===== src/rtl/calc1_port_sched_if.sv =====
// Signal bundle for calc1_port_sched: client command channel,
// the four calc1 port lanes, and the result channel.
interface calc1_port_sched_if;
    logic         in_valid;
    logic         in_ready;
    logic [3:0]   in_cmd;
    logic [31:0]  in_op1;
    logic [31:0]  in_op2;
    logic [3:0]   in_tag;
    logic [15:0]  req_cmd_out;
    logic [127:0] req_data_out;
    logic [7:0]   out_resp;
    logic [127:0] out_data;
    logic         rsp_valid;
    logic         rsp_ready;
    logic [1:0]   rsp_resp;
    logic [31:0]  rsp_data;
    logic [3:0]   rsp_tag;
    logic [1:0]   rsp_port;
    logic [3:0]   busy;
    logic         proto_err;

    modport slave (
        input  in_valid, in_cmd, in_op1, in_op2, in_tag,
        input  out_resp, out_data, rsp_ready,
        output in_ready, req_cmd_out, req_data_out,
        output rsp_valid, rsp_resp, rsp_data, rsp_tag, rsp_port,
        output busy, proto_err
    );

    modport master (
        output in_valid, in_cmd, in_op1, in_op2, in_tag,
        output out_resp, out_data, rsp_ready,
        input  in_ready, req_cmd_out, req_data_out,
        input  rsp_valid, rsp_resp, rsp_data, rsp_tag, rsp_port,
        input  busy, proto_err
    );
endinterface


===== src/rtl/calc1_port_sched.sv =====
// Spreads client commands over four calc1 ports round-robin and
// returns each port's result (or a timeout) round-robin.
module calc1_port_sched #(
    parameter int TIMEOUT = 64
) (
    input  logic c_clk,
    input  logic reset,
    calc1_port_sched_if.slave bus
);
    typedef enum logic [1:0] {IDLE, SEND1, SEND2} state_t;

    localparam logic [7:0] TMO_LAST = 8'(TIMEOUT - 1);

    state_t       r_state;
    state_t       w_state_nxt;
    logic [3:0]   r_busy;
    logic [3:0]   r_pend;
    logic [1:0]   r_dptr;
    logic [1:0]   r_pptr;
    logic [1:0]   r_port;
    logic [31:0]  r_op2;
    logic [15:0]  r_req_cmd;
    logic [127:0] r_req_data;
    logic [3:0]   r_ptag [4];
    logic [1:0]   r_code [4];
    logic [31:0]  r_data [4];
    logic [7:0]   r_timer [4];
    logic         r_lock;
    logic [1:0]   r_lport;
    logic         r_perr;

    logic         w_ready;
    logic         w_accept;
    logic         w_rvalid;
    logic         w_pop;
    logic [1:0]   w_dsel;
    logic [1:0]   w_psel;
    logic [1:0]   w_rport;
    logic [3:0]   w_cap;
    logic [3:0]   w_tinc;
    logic [3:0]   w_tout;
    logic         w_perr;

    assign w_ready  = reset & (r_state == IDLE) & ~(&r_busy);
    assign w_accept = bus.in_valid & w_ready;
    assign w_rvalid = |r_pend;
    assign w_rport  = r_lock ? r_lport : w_psel;
    assign w_pop    = w_rvalid & bus.rsp_ready;

    assign bus.in_ready     = w_ready;
    assign bus.req_cmd_out  = r_req_cmd;
    assign bus.req_data_out = r_req_data;
    assign bus.busy         = r_busy;
    assign bus.proto_err    = r_perr;
    assign bus.rsp_valid    = w_rvalid;
    assign bus.rsp_resp     = w_rvalid ? r_code[w_rport] : 2'd0;
    assign bus.rsp_data     = w_rvalid ? r_data[w_rport] : 32'd0;
    assign bus.rsp_tag      = w_rvalid ? r_ptag[w_rport] : 4'd0;
    assign bus.rsp_port     = w_rvalid ? w_rport : 2'd0;

    // First free port at or after the dispatch pointer.
    always_comb begin
        w_dsel = r_dptr;
        for (int k = 3; k >= 0; k--) begin
            if (!r_busy[r_dptr + 2'(k)]) w_dsel = r_dptr + 2'(k);
        end
    end

    // First pending result slot at or after the pop pointer.
    always_comb begin
        w_psel = r_pptr;
        for (int k = 3; k >= 0; k--) begin
            if (r_pend[r_pptr + 2'(k)]) w_psel = r_pptr + 2'(k);
        end
    end

    // Classify each port's response lane: capture, stray, timer tick, timeout.
    always_comb begin
        w_cap  = '0;
        w_tinc = '0;
        w_tout = '0;
        w_perr = 1'b0;
        for (int p = 0; p < 4; p++) begin
            w_cap[p]  = (|bus.out_resp[2*p +: 2]) & r_busy[p] & ~r_pend[p];
            w_perr    = w_perr | ((|bus.out_resp[2*p +: 2]) & ~w_cap[p]);
            w_tinc[p] = r_busy[p] & ~r_pend[p]
                      & ~((r_state == SEND1) & (r_port == 2'(p)));
            w_tout[p] = w_tinc[p] & ~(|bus.out_resp[2*p +: 2])
                      & (r_timer[p] == TMO_LAST);
        end
    end

    // Dispatch FSM next state.
    always_comb begin
        w_state_nxt = r_state;
        unique case (r_state)
            IDLE:    if (w_accept) w_state_nxt = SEND1;
            SEND1:   w_state_nxt = SEND2;
            SEND2:   w_state_nxt = IDLE;
            default: w_state_nxt = IDLE;
        endcase
    end

    // Dispatch FSM state register.
    always_ff @(posedge c_clk or negedge reset) begin
        if (!reset) r_state <= IDLE;
        else        r_state <= w_state_nxt;
    end

    // Port claim/release and the registered calc1 request lanes.
    always_ff @(posedge c_clk or negedge reset) begin
        if (!reset) begin
            r_busy     <= '0;
            r_dptr     <= '0;
            r_port     <= '0;
            r_op2      <= '0;
            r_req_cmd  <= '0;
            r_req_data <= '0;
            for (int p = 0; p < 4; p++) r_ptag[p] <= '0;
        end else begin
            r_req_cmd  <= '0;
            r_req_data <= '0;
            if (w_pop) r_busy[w_rport] <= 1'b0;
            if (w_accept) begin
                r_busy[w_dsel]  <= 1'b1;
                r_port          <= w_dsel;
                r_op2           <= bus.in_op2;
                r_ptag[w_dsel]  <= bus.in_tag;
                r_dptr          <= w_dsel + 2'd1;
                r_req_cmd[{w_dsel, 2'b00} +: 4]   <= bus.in_cmd;
                r_req_data[{w_dsel, 5'b0} +: 32]  <= bus.in_op1;
            end else if (r_state == SEND1) begin
                r_req_data[{r_port, 5'b0} +: 32]  <= r_op2;
            end
        end
    end

    // Result slots, response timers, pop arbitration and stray-response flag.
    always_ff @(posedge c_clk or negedge reset) begin
        if (!reset) begin
            r_pend  <= '0;
            r_pptr  <= '0;
            r_lock  <= 1'b0;
            r_lport <= '0;
            r_perr  <= 1'b0;
            for (int p = 0; p < 4; p++) begin
                r_code[p]  <= '0;
                r_data[p]  <= '0;
                r_timer[p] <= '0;
            end
        end else begin
            r_perr  <= w_perr;
            r_lock  <= w_rvalid & ~bus.rsp_ready;
            r_lport <= w_rport;
            for (int p = 0; p < 4; p++) begin
                if (w_cap[p]) begin
                    r_pend[p] <= 1'b1;
                    r_code[p] <= (bus.out_resp[2*p +: 2] == 2'd1) ? 2'd1 : 2'd2;
                    r_data[p] <= bus.out_data[32*p +: 32];
                end else if (w_tout[p]) begin
                    r_pend[p] <= 1'b1;
                    r_code[p] <= 2'd3;
                    r_data[p] <= '0;
                end
                if ((r_state == SEND1) && (r_port == 2'(p))) r_timer[p] <= '0;
                else if (w_tinc[p]) r_timer[p] <= r_timer[p] + 8'd1;
            end
            if (w_pop) begin
                r_pend[w_rport] <= 1'b0;
                r_pptr          <= w_rport + 2'd1;
            end
        end
    end
endmodule


===== src/flat_wrapper.sv =====
// flat-port wrapper written by rule: the top's interface ports become plain ports
module calc1_port_sched_flat 
#(
    parameter int TIMEOUT = 64
)
  (c_clk, reset, bus_in_valid, bus_in_cmd, bus_in_op1, bus_in_op2, bus_in_tag, bus_out_resp, bus_out_data, bus_rsp_ready, bus_in_ready, bus_req_cmd_out, bus_req_data_out, bus_rsp_valid, bus_rsp_resp, bus_rsp_data, bus_rsp_tag, bus_rsp_port, bus_busy, bus_proto_err);
  calc1_port_sched_if bus_i ();
  input  logic c_clk;
  input  logic reset;
  input wire logic [$bits(bus_i.in_valid)-1:0] bus_in_valid;
  input wire logic [$bits(bus_i.in_cmd)-1:0] bus_in_cmd;
  input wire logic [$bits(bus_i.in_op1)-1:0] bus_in_op1;
  input wire logic [$bits(bus_i.in_op2)-1:0] bus_in_op2;
  input wire logic [$bits(bus_i.in_tag)-1:0] bus_in_tag;
  input wire logic [$bits(bus_i.out_resp)-1:0] bus_out_resp;
  input wire logic [$bits(bus_i.out_data)-1:0] bus_out_data;
  input wire logic [$bits(bus_i.rsp_ready)-1:0] bus_rsp_ready;
  output wire logic [$bits(bus_i.in_ready)-1:0] bus_in_ready;
  output wire logic [$bits(bus_i.req_cmd_out)-1:0] bus_req_cmd_out;
  output wire logic [$bits(bus_i.req_data_out)-1:0] bus_req_data_out;
  output wire logic [$bits(bus_i.rsp_valid)-1:0] bus_rsp_valid;
  output wire logic [$bits(bus_i.rsp_resp)-1:0] bus_rsp_resp;
  output wire logic [$bits(bus_i.rsp_data)-1:0] bus_rsp_data;
  output wire logic [$bits(bus_i.rsp_tag)-1:0] bus_rsp_tag;
  output wire logic [$bits(bus_i.rsp_port)-1:0] bus_rsp_port;
  output wire logic [$bits(bus_i.busy)-1:0] bus_busy;
  output wire logic [$bits(bus_i.proto_err)-1:0] bus_proto_err;
  assign bus_i.in_valid = bus_in_valid;
  assign bus_i.in_cmd = bus_in_cmd;
  assign bus_i.in_op1 = bus_in_op1;
  assign bus_i.in_op2 = bus_in_op2;
  assign bus_i.in_tag = bus_in_tag;
  assign bus_i.out_resp = bus_out_resp;
  assign bus_i.out_data = bus_out_data;
  assign bus_i.rsp_ready = bus_rsp_ready;
  assign bus_in_ready = bus_i.in_ready;
  assign bus_req_cmd_out = bus_i.req_cmd_out;
  assign bus_req_data_out = bus_i.req_data_out;
  assign bus_rsp_valid = bus_i.rsp_valid;
  assign bus_rsp_resp = bus_i.rsp_resp;
  assign bus_rsp_data = bus_i.rsp_data;
  assign bus_rsp_tag = bus_i.rsp_tag;
  assign bus_rsp_port = bus_i.rsp_port;
  assign bus_busy = bus_i.busy;
  assign bus_proto_err = bus_i.proto_err;
  calc1_port_sched #(.TIMEOUT(TIMEOUT)) u_core (.c_clk(c_clk), .reset(reset), .bus(bus_i));
endmodule

===== config.mk =====
export PLATFORM = sky130hd
export DESIGN_NAME = calc1_port_sched_flat
export DESIGN_NICKNAME = d
export VERILOG_FILES = /design/src/rtl/calc1_port_sched_if.sv /design/src/rtl/calc1_port_sched.sv /design/src/flat_wrapper.sv
export SDC_FILE = /design/constraint.sdc
export NUM_CORES = 1
export LEC_CHECK = 0
export CORE_MARGIN = 4
export CORE_UTILIZATION = 25
export DETAILED_ROUTE_END_ITERATION = 8
export DONT_BUFFER_PORTS = 1
export GPL_TIMING_DRIVEN = 0
export PLACE_DENSITY = 0.4
export SYNTH_ARGS = -nofsm -noshare
export SYNTH_HDL_FRONTEND = slang
export SYNTH_SLANG_ARGS = --single-unit

===== constraint.sdc =====
create_clock -name c_clk -period 4.6 [get_ports c_clk]
set_input_delay 0.46 -clock c_clk [delete_from_list [all_inputs] [get_ports c_clk]]
set_output_delay 0.46 -clock c_clk [all_outputs]
set_load 0.02 [all_outputs]

# Word-level counts from Yosys, hierarchy flattened

Cells that the tools add are included.

Logic and storage cells: 256
Bits of input ports: 212
Register bits: 380

Shifts and indexed selects: 6
Magnitude comparators: 15
Add/subtract/negate cells: 15
Multiplexer cells: 89
Eq/ne operators: 13
Reductions and logical operators: 23
Bitwise gates (word level): 67

Operators by type and width:

| cell                     | number |
|---|---|
| $mux 32                  | 11 |
| $and 128x128->128        | 2 |
| $mux 128                 | 2 |
| $shift 32x9->128 const A | 2 |
| $shiftx 32x9->128        | 2 |
| $bmux 32 s2              | 1 |
| $mux 8                   | 8 |
| $mux 2                   | 26 |
| $and 1x1->1              | 37 |
| $add 8x1->8 const B      | 4 |
| $eq 8x6->1 const B       | 4 |
| $lt 2x3->1 const B       | 10 |
| $mux 4                   | 7 |
| $mux 1                   | 18 |
| $neg 7->9                | 2 |
| $not 1->1                | 18 |
| $and 16x16->16           | 1 |
| $bmux 1 s2               | 8 |
| $bwmux 16                | 1 |
| $mux 16                  | 1 |
| $reduce_bool 2->1        | 8 |
| $shift 4x6->16 const A   | 1 |
| $shiftx 4x6->16          | 1 |
| $eq 2x1->1 const B       | 6 |
| 23 further kinds         | 47 |

# Logic depth before layout (Yosys ltp)

Depth in word-level cells: 17
Gate-level depth with buffers: 11
Gate-level depth less buffers: 8

# Worst setup path after synthesis

Ideal clock, no wire load.

Path type: register -> register
From: register u_core.r_busy[3] (netlist: u_core.bus.busy[3])
To: register u_core.r_req_data[80] (netlist: u_core.bus.req_data_out[80])
Period minus slack after synthesis: 2.532 ns
Data arrival time: 2.466 ns
Path buffers: 3
Path slack: 2.068 ns
Cell stages (with the launch flop): 11
Cells stage by stage: dfrtp_1 -> buf_2 -> inv_1 -> o22ai_1 -> a221o_1 -> ha_1 -> nor3_1 -> and3_1 -> buf_2 -> buf_1 -> a22o_1

Cells in the longest elaborated chain, start to end: 10
Elaborated cells on any way between the ends: 21
Classes of those cells: add/sub: 1; shift: 2; mux: 13; bitwise: 4; reduce/logical: 1

Ends and longest elaborated chain:

| what                                                  | RTL line                | RTL |
|---|---|---|
| start, declared                                       | calc1_port_sched.sv:16  | `logic [3:0] r_busy;` |
| start signal, assigned                                | calc1_port_sched.sv:113 | `r_busy <= '0;` |
| start signal, assigned by index                       | calc1_port_sched.sv:123 | `if (w_pop) r_busy[w_rport] <= 1'b0;` |
| start signal, assigned by index                       | calc1_port_sched.sv:125 | `r_busy[w_dsel] <= 1'b1;` |
| $bmux 1 s2                                            | calc1_port_sched.sv:65  | `if (!r_busy[r_dptr + 2'(k)]) w_dsel = r_dptr + 2'(k);` |
| $mux 1 (implied by the code)                          | calc1_port_sched.sv:65  |  |
| $mux 2 (4 in series)                                  | calc1_port_sched.sv:65  |  |
| $neg 7->9                                             | calc1_port_sched.sv:131 | `r_req_data[{w_dsel, 5'b0} +: 32] <= bus.in_op1;` |
| $shiftx 32x9->128 or $shift 32x9->128 (tied branches) | calc1_port_sched.sv:131 |  |
| $and 128x128->128 (no line)                           | --                      |  |
| $mux 128 *                                            | calc1_port_sched.sv:124 | `if (w_accept) begin` |
| end signal, assigned by index                         | calc1_port_sched.sv:131 |  |
| end signal, assigned by index                         | calc1_port_sched.sv:133 | `r_req_data[{r_port, 5'b0} +: 32] <= r_op2;` |
| end, declared                                         | calc1_port_sched.sv:23  | `logic [127:0] r_req_data;` |

Mark *: on every way between the ends. The rest lies on a longest branch, timed or not. The select of a mux whose other input is x is not followed.
A chain may end at the register's enable or synchronous reset.

# Worst setup path after layout

From: register u_core.r_pend[0]
To: output bus_rsp_data[2]

Cells in the longest elaborated chain, start to end: 12
Elaborated cells on any way between the ends: 19
Classes of those cells: mux: 17; bitwise: 1; reduce/logical: 1

Ends and longest elaborated chain:

| what                                        | RTL line                | RTL |
|---|---|---|
| start, declared                             | calc1_port_sched.sv:17  | `logic [3:0] r_pend;` |
| start signal, assigned                      | calc1_port_sched.sv:141 | `r_pend <= '0;` |
| start signal, assigned by index             | calc1_port_sched.sv:157 | `r_pend[p] <= 1'b1;` |
| start signal, assigned by index             | calc1_port_sched.sv:161 | `r_pend[p] <= 1'b1;` |
| $bmux 1 s2                                  | calc1_port_sched.sv:73  | `if (r_pend[r_pptr + 2'(k)]) w_psel = r_pptr + 2'(k);` |
| $mux 1 (implied by the code)                | calc1_port_sched.sv:73  |  |
| $mux 2 (4 in series)                        | calc1_port_sched.sv:73  |  |
| $mux 2                                      | calc1_port_sched.sv:47  | `assign w_rport = r_lock ? r_lport : w_psel;` |
| $not 2->3 (implied by the code)             | calc1_port_sched.sv:57  | `assign bus.rsp_data = w_rvalid ? r_data[w_rport] : 32'd0;` |
| $bmux 32 s2                                 | calc1_port_sched.sv:57  |  |
| $mux 32 (implied by the code) (2 in series) | calc1_port_sched.sv:57  |  |
| $mux 32 *                                   | calc1_port_sched.sv:57  |  |
| end, declared                               | flat_wrapper.sv:23      | `output wire logic [$bits(bus_i.rsp_data)-1:0] bus_rsp_data;` |

Marked as above.

==> run summary <==
The clock arrives with 0.0254 ns of skew. The clock reaches the later pin of the worst-skew pair after 0.59 ns. The largest driver fanout on the critical path came out at 10. The maximum number of pins on one net before global-route repair is 383.

The min-delay analysis places its worst path in the category primary input to async pin. The tree is rooted in a sky130_fd_sc_hd__clkbuf_16. In the routed layout, each cell is associated on average with a via count of 5.13.

The number of clock buffers added by TritonCTS is 48. The setup TNS came out at 0 ns. The total global routing overflow is 0. The number of rows in the core area is 95. The final reports fail on hold timing. The post-CTS setup repair buffer count came out at 0. The total via count after detailed routing came out at 14100. The die outline width is 270 µm. The data required time at the worst endpoint came out at 4.14 ns. The period utilization is 0.825. The count of buffers added on input and output ports is 0.

The worst setup path is captured at an output port. The global-route usage over all layers came out at 0.177. The post-detailed-route DRC marker count came out at 0. The number of flops mapped to enable cells by yosys is 0. The routed design could run at a clock period as short as 3.79 ns. The number of endpoints failing setup at the final stage came out at 0. The Yosys step of the flow raised 0 warnings. In the synthesized netlist the dominant register cell turns out to be sky130_fd_sc_hd__dfrtp_1. The core occupancy in the finished layout came out at 0.326.

The total die area is 72800 µm². The area added between synthesis and finish came out at 28.7%. The total length of routed wires came out at 66.9 mm. For the worst setup path, the data arrival time is 3.33 ns. The tightest slew margin relative to the limit came out at 0.0615. In the final routed layout, each cell accounts on average for 24.3 µm. For this configuration, the core starts out at a cell density of 0.254. The first-pass GRT wire length is 99.1 mm. The cell area after synthesis is 17100 µm².

The number of gates resized after CTS came out at 0. The number of buffers and inverters on the critical path is 3. 403 I/O pins were placed. Clock-pin slew was measured on the worst setup and hold paths at 0.06 ns.

The number of nets in the finished design came out at 2052. The hold slack came out at -0.440 ns. Sorting the synthesized cells by area gives the leading types as sky130_fd_sc_hd__dfrtp_1 (56%), sky130_fd_sc_hd__a22o_1 (15%), sky130_fd_sc_hd__nand2_1 (5.9%), sky130_fd_sc_hd__a311o_1 (4.4%), sky130_fd_sc_hd__nor3_1 (2.4%). The share of cells above drive strength 1 is 0.0938. The number of synthesized register bits is 380. The core region is 67500 µm².

Across the VDD grid, the largest voltage drop is 0.000368 V. The fraction of the yosys area taken by sequential cells came out at 0.555. The slowest stage of the critical path is the sky130_fd_sc_hd__clkbuf_1 cell. Excluding fillers, the count of instances in the completed layout stands at 2747. The hold violation count in the final report is 380. The library cell with the largest summed area after synthesis is sky130_fd_sc_hd__dfrtp_1. At the end of routability-driven placement, the weighted congestion stood at 0.820. The cell area power density came out at 715 nW/µm².

The post-cts hold buffer count is 204. The post-layout total power came out at 15800 µW. The share of Yosys cell area claimed by the top area cell type is 0.555.

The final count of pins violating max slew came to 0. By startpoint and endpoint, the worst setup path is classified as flip-flop to output port. The number of levels the H-tree was split into came out at 2. The slew at the pin closest to its max-slew limit came out at 1.40 ns.

The maximum buffer depth of the clock tree came out at 3. Setup repair after global routing left no endpoint under its margin. The number of violations of the max-capacitance limit came out at 0.

The number of cells after detailed placement came out at 2447. The number of design-rule violations left by the first detailed-router iteration came out at 984. The leakage power figure is 0.00995 µW.

The via count of the first global-routing pass came out at 14200. The average cell area after synthesis came out at 10.9 µm². The critical path goes through buf_6, or3b_1, a21oi_1, buf_4, clkbuf_1, a311o_1, a22o_1.

The height of the chip is 270 µm. TritonCTS built the clock tree. The number of antenna violations at the first check in global routing was 10. STA classifies the critical path startpoint as a flip-flop. The number of nets still failing antenna checks after routing came out at 0.

The HPWL reported at the end of detailed placement is 47.6 mm. Synthesis produced 1573 cells. The run finished, with violations left. The detailed-routing iteration count for the pre-antenna-repair pass came out at 5. The post-synth net total is 1797. The largest stage delay on the critical path came out at 0.51 ns. The cell family contributing the most delay on the critical path is compound AO/OA/AOI/OAI gates.

The maximum operating frequency is 264 MHz. The share of flip-flops with an asynchronous set or reset is 1.00. For this design, the sink count on the clock tree is 380. Yosys mapped the design onto 61 distinct sky130hd cell types.
routing by layer:
layer	vias to the layer above	share of wire	global-route usage	routed length (µm)
met3	77	0.073	0.0502	4860
met1	7140	0.43	0.233	29100
met2	512	0.47	0.293	31700
met5	-	0.00040	0	27
met4	4	0.018	0.0372	1210
li1	6362	-	-	-
final cells by class:
cell class,instances,area [µm²]
fillers,6944,45500
flip-flops and latches,380,9510
multi-input cells,1033,6860
repair buffers,205,2050
clock buffers,65,1410
well taps,873,1090
plain buffers,142,689
clock inverters,22,333
inverters,18,67.6
diodes,9,22.5
synth_stat cells (7+ instances only):
cell type	instances
sky130_fd_sc_hd__nor2_1	44
sky130_fd_sc_hd__clkbuf_1	74
sky130_fd_sc_hd__and2_1	22
sky130_fd_sc_hd__and3_1	7
sky130_fd_sc_hd__mux2_2	16
sky130_fd_sc_hd__o21ai_0	61
sky130_fd_sc_hd__a311o_1	76
sky130_fd_sc_hd__a21oi_1	7
sky130_fd_sc_hd__dfrtp_1	380
sky130_fd_sc_hd__buf_4	9
sky130_fd_sc_hd__xor2_1	22
sky130_fd_sc_hd__buf_6	9
sky130_fd_sc_hd__a22o_1	294
sky130_fd_sc_hd__nand4_1	9
sky130_fd_sc_hd__nand3_1	13
sky130_fd_sc_hd__nand2_1	269
sky130_fd_sc_hd__inv_1	15
sky130_fd_sc_hd__ha_1	12
sky130_fd_sc_hd__nor2b_1	7
sky130_fd_sc_hd__o21ai_1	23
sky130_fd_sc_hd__buf_2	44
sky130_fd_sc_hd__nor3_1	82
state kept, by name, summed over array words and instances (netlist names), 2 cells and up:
name                     flops
u_core.r_code                8
u_core.r_lport               2
u_core.r_timer              32
u_core.bus.req_data_out    128
u_core.r_pptr                2
u_core.r_op2                32
u_core.bus.req_cmd_out      16
u_core.r_state               2
u_core.bus.busy              4
u_core.r_dptr                2
u_core.r_pend                4
u_core.r_data              128
u_core.r_port                2
u_core.r_ptag               16
worst register-to-register path: stages (launching register included):
cell,delay (ns)
sky130_fd_sc_hd__dfrtp_1,0.56
sky130_fd_sc_hd__buf_2,0.27
sky130_fd_sc_hd__nand2_1,0.07
sky130_fd_sc_hd__o22ai_1,0.16
sky130_fd_sc_hd__a2bb2oi_1,0.36
sky130_fd_sc_hd__inv_1,0.11
sky130_fd_sc_hd__ha_1,0.35
sky130_fd_sc_hd__nand3_1,0.09
sky130_fd_sc_hd__nor2_1,0.74
sky130_fd_sc_hd__buf_2,0.45
sky130_fd_sc_hd__a22o_1,0.22
path summary, 6_finish.rpt:
path / from / to / slack [ns] / depth (start not counted)
min reg2reg: u_core.r_state[1]$_DFFE_PN0P_ / u_core.r_state[1]$_DFFE_PN0P_ / 0.48 / 1
max reg2reg: u_core.bus.busy[3]$_DFF_PN0_ / u_core.bus.req_data_out[15]$_DFF_PN0_ / 1.15 / 10
max in group asynchronous: reset / u_core.r_data[82]$_DFFE_PN0P_ / 4.33 / 0
min: reset / u_core.bus.req_data_out[62]$_DFF_PN0_ / -0.44 / 0
max: u_core.r_pend[0]$_DFF_PN0_ / bus_rsp_data[2] / 0.81 / 7
min in group c_clk: bus_in_tag[2] / u_core.r_ptag[6]$_DFFE_PN0P_ / 0.04 / 1
per-stage QoR:
stage                     instance area, µm²  setup slack, ns
after floorplan                        17100             2.07
after global placement                 18200             1.11
after detailed placement               18200             1.08
after CTS                              22000            0.684
after global routing                   22000            0.597
final                                  22000            0.807
kinds of logic after synthesis:
group	share of synthesized area
adders and majority gates	0.00877
and+or+nand+nor	0.123
muxes	0.0129
buffers and inverters	0.0442
AOI/OAI and AO/OA	0.241
DFF	0.555
xor gates and xnor gates	0.0143
power by group:
part	switching, µW	leakage [µW]	internal, µW
logic	4040	0.00416	2410
clock network	1560	0.000849	2540
registers	944	0.00494	4270
total	6540	0.00995	9220
cell usage in the layout (no fill, tap or decap), drive strengths merged, types with 8 or more instances in the layout:
cell	instances
ha	12
dfrtp	380
a311o	76
a22o	294
buf	69
and2	22
dlygate4sd3	204
nand3	14
diode	9
nand2	269
clkinv	8
clkbuf	139
mux2	16
nor2	44
nor3	82
nand4	9
xor2	22
inv	21
a21oi	8
o21ai	85
No activity file was read; power rests on OpenSTA's default activity.
